## src/rtl/apb_regbank.sv

```systemverilog
// apb_regbank: APB4 slave register bank with control words, status words,
// an ID word and a masked change-detect interrupt.
module apb_regbank #(
  parameter int                DATA_W      = 32,
  parameter int                ADDR_W      = 8,
  parameter int                NUM_CTRL    = 4,
  parameter int                NUM_STAT    = 4,
  parameter int                WAIT_STATES = 0,
  parameter logic [DATA_W-1:0] CTRL_RESET  = '0,
  parameter logic [31:0]       ID_VALUE    = 32'h00216948
) (
  input  logic                       pclk,
  input  logic                       reset,
  input  logic                       enable,
  input  logic [ADDR_W-1:0]          paddr,
  input  logic                       psel,
  input  logic                       penable,
  input  logic                       pwrite,
  input  logic [DATA_W/8-1:0]        pstrb,
  input  logic [DATA_W-1:0]          pwdata,
  output logic [DATA_W-1:0]          prdata,
  output logic                       pready,
  output logic                       pslverr,
  input  logic [NUM_STAT*DATA_W-1:0] status_in,
  output logic [NUM_CTRL*DATA_W-1:0] control_out,
  output logic                       irq
);

  localparam int          SB      = DATA_W / 8;
  localparam logic [31:0] STAT_LO = 32'd4;
  localparam logic [31:0] CTRL_LO = 32'(4 + NUM_STAT);
  localparam logic [31:0] MAP_END = 32'(4 + NUM_STAT + NUM_CTRL);
  localparam logic [2:0]  WS      = 3'(WAIT_STATES);

  logic [31:0] wi;
  logic [31:0] sidx;
  logic [31:0] cidx;
  logic        unused_lsb;

  assign wi         = 32'(paddr[ADDR_W-1:2]);
  assign sidx       = wi - STAT_LO;
  assign cidx       = wi - CTRL_LO;
  assign unused_lsb = ^paddr[1:0];

  logic is_id, is_ist, is_msk, is_rsv;
  logic is_stat, is_ctrl, is_bad;

  assign is_id   = (wi == 32'd0);
  assign is_ist  = (wi == 32'd1);
  assign is_msk  = (wi == 32'd2);
  assign is_rsv  = (wi == 32'd3);
  assign is_stat = (wi >= STAT_LO) && (wi < CTRL_LO);
  assign is_ctrl = (wi >= CTRL_LO) && (wi < MAP_END);
  assign is_bad  = (wi >= MAP_END);

  logic [2:0] cnt;
  logic       access;
  logic       commit;
  logic       err;
  logic       wr_ok;
  logic       rd_ok;

  assign access  = psel & penable;
  assign pready  = reset ? 1'b0
                 : (access ? (enable & (cnt == WS)) : 1'b1);
  assign commit  = access & pready;
  assign err     = commit & (is_rsv | is_bad
                 | (pwrite & (is_id | is_stat)));
  assign pslverr = err;
  assign wr_ok   = commit & pwrite & ~err;
  assign rd_ok   = commit & ~pwrite & ~err;

  // Wait-state counter: counts stalled access cycles, frozen when disabled.
  always_ff @(posedge pclk) begin
    if (reset) begin
      cnt <= '0;
    end else if (enable) begin
      if (!access || commit) cnt <= '0;
      else if (cnt != WS)    cnt <= cnt + 3'd1;
    end
  end

  logic [DATA_W-1:0] bmask;
  logic [DATA_W-1:0] wmask;

  // Expand byte strobes into a per-bit write mask.
  always_comb begin
    bmask = '0;
    for (int b = 0; b < SB; b++) begin
      bmask[b*8 +: 8] = {8{pstrb[b]}};
    end
  end

  assign wmask = pwdata & bmask;

  logic [DATA_W-1:0]   st   [NUM_STAT];
  logic [DATA_W-1:0]   prev [NUM_STAT];
  logic [DATA_W-1:0]   ctrl [NUM_CTRL];
  logic [NUM_STAT-1:0] chg;
  logic [NUM_STAT-1:0] ist;
  logic [NUM_STAT-1:0] msk;
  logic [NUM_STAT-1:0] ist_clr;

  for (genvar g = 0; g < NUM_STAT; g++) begin : g_st
    assign st[g] = status_in[g*DATA_W +: DATA_W];
  end

  for (genvar g = 0; g < NUM_CTRL; g++) begin : g_co
    assign control_out[g*DATA_W +: DATA_W] = ctrl[g];
  end

  // Per-word change flags against last cycle's status snapshot.
  always_comb begin
    chg = '0;
    for (int i = 0; i < NUM_STAT; i++) begin
      chg[i] = (st[i] != prev[i]);
    end
  end

  assign ist_clr = (wr_ok & is_ist) ? wmask[NUM_STAT-1:0] : '0;

  // Status snapshot; reload on reset so no change is seen right after.
  always_ff @(posedge pclk) begin
    if (reset || enable) begin
      for (int i = 0; i < NUM_STAT; i++) prev[i] <= st[i];
    end
  end

  // Interrupt status (sticky, W1C, set beats clear) and mask.
  always_ff @(posedge pclk) begin
    if (reset) begin
      ist <= '0;
      msk <= '0;
    end else if (enable) begin
      ist <= (ist & ~ist_clr) | chg;
      if (wr_ok && is_msk) begin
        msk <= (msk & ~bmask[NUM_STAT-1:0])
             | wmask[NUM_STAT-1:0];
      end
    end
  end

  // Control words, byte-lane writes on the commit edge.
  always_ff @(posedge pclk) begin
    for (int i = 0; i < NUM_CTRL; i++) begin
      if (reset) begin
        ctrl[i] <= CTRL_RESET;
      end else if (enable && wr_ok && is_ctrl
                   && cidx == 32'(i)) begin
        ctrl[i] <= (ctrl[i] & ~bmask) | wmask;
      end
    end
  end

  logic [DATA_W-1:0] stat_rd;
  logic [DATA_W-1:0] ctrl_rd;
  logic [DATA_W-1:0] rsel;

  // Read mux; only driven out during a read commit.
  always_comb begin
    stat_rd = '0;
    ctrl_rd = '0;
    rsel    = '0;
    for (int i = 0; i < NUM_STAT; i++) begin
      if (sidx == 32'(i)) stat_rd = st[i];
    end
    for (int i = 0; i < NUM_CTRL; i++) begin
      if (cidx == 32'(i)) ctrl_rd = ctrl[i];
    end
    unique case (1'b1)
      is_id:   rsel = ID_VALUE[DATA_W-1:0];
      is_ist:  rsel = DATA_W'(ist);
      is_msk:  rsel = DATA_W'(msk);
      is_stat: rsel = stat_rd;
      is_ctrl: rsel = ctrl_rd;
      default: rsel = '0;
    endcase
  end

  assign prdata = rd_ok ? rsel : '0;
  assign irq    = |(ist & msk);

endmodule
```

## config.mk

```make
export PLATFORM = sky130hd
export DESIGN_NAME = apb_regbank
export DESIGN_NICKNAME = d
export VERILOG_FILES = /design/src/rtl/apb_regbank.sv
export SDC_FILE = /design/constraint.sdc
export NUM_CORES = 1
export LEC_CHECK = 0
export BUFFER_PORTS_ARGS = -buffer_cell sky130_fd_sc_hd__buf_2
export CAP_MARGIN = 20
export CORE_MARGIN = 3
export CORE_UTILIZATION = 40
export DETAILED_ROUTE_END_ITERATION = 12
export PLACE_DENSITY = 0.65
export SYNTH_ARGS = -nofsm -noshare
export SYNTH_HDL_FRONTEND = slang
export SYNTH_SLANG_ARGS = --single-unit
```

## constraint.sdc

```tcl
create_clock -name pclk -period 3.18 [get_ports pclk]
set_clock_uncertainty 0.05 [all_clocks]
set_input_delay 0.477 -clock pclk [delete_from_list [all_inputs] [get_ports pclk]]
set_output_delay 0.477 -clock pclk [all_outputs]
set_load 0.01 [all_outputs]
```

Word level (Yosys, flattened, before mapping)
Memories as Yosys holds them, arrays and structs flattened.
Index checks and enable logic that the tools add are counted.
Word-level totals
  flip-flop bits (word level): 11
  memory bits (writable): 256
  input port bits: 178
  output and inout bits: 163
  word-level logic and storage cells: 118
  memories kept: 2
Cells by class
  add/subtract/negate cells: 3
  magnitude comparators: 5
  equal/unequal tests: 13
  multiplexer cells: 35
  bitwise operators: 36
  reductions and logical operators: 21
Memory list
  ctrl: depth 4, bits a word 32, read ports 4, clocked after Yosys merged registers in 0, write ports 4, line 98  | logic [DATA_W-1:0] ctrl [NUM_CTRL];
  prev: depth 4, bits a word 32, read ports 4, clocked after Yosys merged registers in 0, write ports 4, line 97  | logic [DATA_W-1:0] prev [NUM_STAT];
Operator list (number)
  32-bit 2-to-1 mux: 13
  32-bit bitwise AND: 5
  32-bit one-hot mux with 5 select lines: 1
  32-bit by 2-bit equality test with 1-bit output (second input constant): 4
  32-bit inequality test: 4
  32-bit OR: 4
  32-bit zero test: 3
  32-bit by 1-bit equality test with 1-bit output (second input constant): 2
  32-bit NOT: 1
  1-bit 2-to-1 mux: 18
  4-bit bitwise AND: 3
  6-bit by 2-bit equality test with 1-bit output (second input constant): 2
  6-bit by 4-bit greater-or-equal comparator with 1-bit output (second input constant): 2
  6-bit by 4-bit less-than comparator with 1-bit output (second input constant): 2
  1-bit bitwise AND: 10
  1-bit logical AND: 9
  4-bit NOT: 2
  4-bit OR: 2
  1-bit OR: 7
  6-bit by 3-bit subtractor with 7-bit output (second input constant): 1
  6-bit by 4-bit subtractor with 7-bit output (second input constant): 1
  6-bit by 1-bit equality test with 1-bit output (second input constant): 1
  6-bit by 3-bit greater-or-equal comparator with 1-bit output (second input constant): 1
  3-bit 2-to-1 mux: 2
  other kinds (10): 13

Longest topological paths before layout
  depth after elaboration: 15
  gate-level depth with buffers: 10
  mapped depth without buffers: 8

Least setup slack after synthesis
No wires, ideal clock.
  path type: input to register
  from: in paddr[5]
  to: mem ctrl[3][0], in the netlist ctrl[1][32] (enable)
  setup time: 394 ps
  data arrival time: 2770 ps
  required time: 2736 ps
  slack: -34 ps
  cell stages on the path: 9
  path buffers: 1
  cells stage by stage: inv_1 > ha_1 > ha_1 > and3b_1 > o21a_1 > nor4_4 > or3b_1 > buf_2 > nand2b_1
RTL lines
  from (decl): line 15  | input logic [ADDR_W-1:0] paddr,
  to (decl): line 98

Final worst setup path
  from: reg cnt[0]
  to: out prdata[28]
Between the ends
  longest elaborated chain between the ends: 9
  elaborated cells on any way between the ends: 10
  classes of those cells: 3 x mux; 6 x bitwise; 1 x reduce/logical
RTL lines
  from (decl): line 56  | logic [2:0] cnt;
  from (signal assigned): line 79  | else if (cnt != WS) cnt <= cnt + 3'd1;
  3-bit zero test *: line 65  | : (access ? (enable & (cnt == WS)) : 1'b1);
  1-bit bitwise AND *: line 65
  1-bit 2-to-1 mux *: line 65
  1-bit 2-to-1 mux *: line 64  | assign pready = reset ? 1'b0
  1-bit bitwise AND *: line 66  | assign commit = access & pready;
  1-bit bitwise AND: line 67  | assign err = commit & (is_rsv | is_bad
  1-bit NOT: line 71  | assign rd_ok = commit & ~pwrite & ~err;
  1-bit bitwise AND *: line 71
  32-bit 2-to-1 mux *: line 180  | assign prdata = rd_ok ? rsel : '0;
  to (decl): line 21  | output logic [DATA_W-1:0] prdata,
Every way passes the cells marked *; elsewhere a longest branch is shown, timed or not.

==> reports/metrics.cfg <==
[yosys]
yosys_warnings = 0
synthesis.instances = 1143
netlist_area_um2 = 13800
syn_nets = 1326
synth-compound-area-share_pct = 12.5
synthTopCellsByArea = edfxtp_1 56%, xor2_1 8.1%, a21oi_1 6.3%
synth_top_area_share_pct = 55.6
yosys.area.top_type = edfxtp_1
synth_top_family_by_area = compound AO/OA/AOI/OAI gates
synth_flop_cell = edfxtp_1
synth-seq-cells = 267
ys_types = 45
synthAdderAreaFrac_pct = 0.452
synth_edf_count = 256
synth_xor_area_share_pct = 8.17
yosys.area_share.simple_pct = 11.8
synthMuxAreaShare_pct = 7.55
avgSynthCellArea_um2 = 12.1
ys_seq_area_share_pct = 57.2
ys_async_sr_fraction_pct = 0

[sta]
fin_setup_tns_ns = 0
fmax_mhz = 328
slew_viol_final = 0
relSlewSlack_pct = 60.5
timing.final.crit_share_pct = 95.9
fin_crit_ns = 3.05
tightest_slew_ns = 0.587
final.setup.worst_slack_ns = 0.130
setup_viol = 0
rsz0062_at_grt = no
hold_viol = 0

[final_layout]
n_fill_cell = 3139
layout_common_cells = 336 x buf_2, 256 x edfxtp_1, 173 x a21oi_1
fin_area_um2 = 17400
nets = 1675
area_growth_pct = 25.9
drive_above_1_share_pct = 32.0
seqCellArea_um2 = 7910
final_util_pct = 51.5
multi_input_area_um2 = 5650
final_common_cell = buf_2

[detailed_routing]
vias_per_cell = 5.53
ant_nets = 0
dr.pass1.iters = 5
drt-initial-drc-count = 743
wl_mm = 48.0
drc = 0
vias = 10900
wl_per_cell_um = 24.4

[pwr]
p_total_mw = 8.81
power.density_nw_per_um2 = 506
vdd_ir_drop_max_uv = 427
p_leak_nw = 6.76

[placed_design]
dp_worst_setup_slack_ns = 0.0242
place_area_um2 = 16300
dp_hpwl_mm = 35.3
io_buffer_count = 338
gp_congestion = 0.845

[critical_path]
required_ns = 2.65
start_kind = flop
critPathMaxFanout = 13
critical_path.endpoint_type = output pin
reg2reg_depth = 10
worstSetupPathType = flop to output pin
arrival_ns = 2.52

[flow_run]
max_cap_violations = 0

[floorplanning]
pin_count = 341
start_util_pct = 40.9
num_rows = 67
fp.dieH_um = 192
dieArea_um2 = 36800
die_x_um = 192
core-area_um2 = 33800

[outcome]
status = finished clean

[worst_hold_path]
min_delay_path_depth = 1
hold_class = primary input to flop

[clock_network]
clk_pin_slew_ns = 0.06
postCtsHoldBufs = 0
htree_num_levels = 1
clk_latency_ns = 0.56
cts_tree = yes
cts_max_path_buffers = 3
clock_sinks = 267
cts_buffers = 30
clock-root-buffer = clkbuf_16

[grt]
grt_max_degree = 67
grt_overflow = 0
grt_pass1_wl_mm = 68.8
antenna_found_initial = 8
grt_pass1_vias = 10700
grtUsageTotal_pct = 25.1

-- worst max-delay path, cell delays in order, from the launching register on --
cell and delay [ns]:
dfxtp_1 0.33, inv_1 0.08, ha_1 0.20, nor2b_2 0.22, o2111ai_2 0.15, a311o_2 0.46
buf_4 0.22, a21oi_1 0.17, buf_2 0.16
-- registers in the layout, indices dropped and copies added, names as in the netlist, named ones only --
name	flops
cnt	3
ctrl	128
prev	128
ist	4
-- logic make-up (layout without fill, tap and decap cells) --
family | Yosys count | count (layout)
AND/OR/NAND/NOR | 275 | 275
buffers and inverters | 78 | 450
adder cells (fa/ha/maj) | 5 | 5
AO/OA/AOI/OAI | 311 | 311
multiplexers | 78 | 78
flip-flops | 267 | 267
other | 0 | 3
XOR/XNOR | 129 | 129
-- worst paths after layout --
check | slack (ns) | start | to
worst max-delay path | 0.13 | cnt[0] | prdata[28]
worst min-delay path | 0.09 | status_in[58] | prev[1][26]
worst max register to register | 0.70 | cnt[0] | ctrl[0][62]
worst min register to register | 0.44 | cnt[1] | cnt[1]
-- what timing repair did --
action	4_1_cts	5_1_grt
gates resized for setup	0	8
setup endpoints to repair	0	29
setup buffers	0	1
-- metrics by stage --
| step | hold WS (ns) | cells |
|---|---|---|
| after floorplan | 0.412 | 1143 |
| final | 0.0913 | 1966 |
| after global routing | 0.0780 | 1963 |
| after CTS | 0.0657 | 1961 |
| after global placement | 0.424 | 1906 |
| after detailed placement | 0.433 | 1906 |
-- power breakdown --
group | switching (mW) | leakage (nW) | total [mW] | internal (mW)
clock | 1.46 | 0.496 | 3.63 | 2.17
sequential | 0.115 | 2.71 | 4.20 | 4.08
combinational | 0.587 | 3.55 | 0.981 | 0.393
-- routing by layer --
metal	track usage, %	wire length (um)	vias to the layer above
li1	-	-	4992
met1	33.4	19500	5329
met2	41.0	22900	455
met3	6.70	4340	72
met4	6.01	1110	16
met5	0	116	-
-- Yosys cell counts (all sizes together), types with 2 or more instances --
master and instances:
edfxtp 256, nand4 8, clkbuf 46, or2 3, buf 24, nand2b 137
mux2i 48, nand2 38, xor2 128, a22oi 15, nor4 37, o22ai 2
ha 5, nor2b 8, nor3 3, nand3 7, or4 2, dfxtp 11
o21ai 77, a311o 2, mux4 20, inv 8, nor2 16, or3 11
mux2 10, o211ai 35, a21oi 173
-- area by class of cell --
class	count	area share [%]
Timing Repair Buffer	387	12.7
Sequential cell	267	45.4
Clock inverter	23	1.44
Tap cell	448	3.22
Inverter	8	0.173
Multi-Input combinational cell	798	32.5
Clock buffer	32	4.48
Antenna cell	3	0.0431
Note: power is estimated with default switching activity, not from simulation.
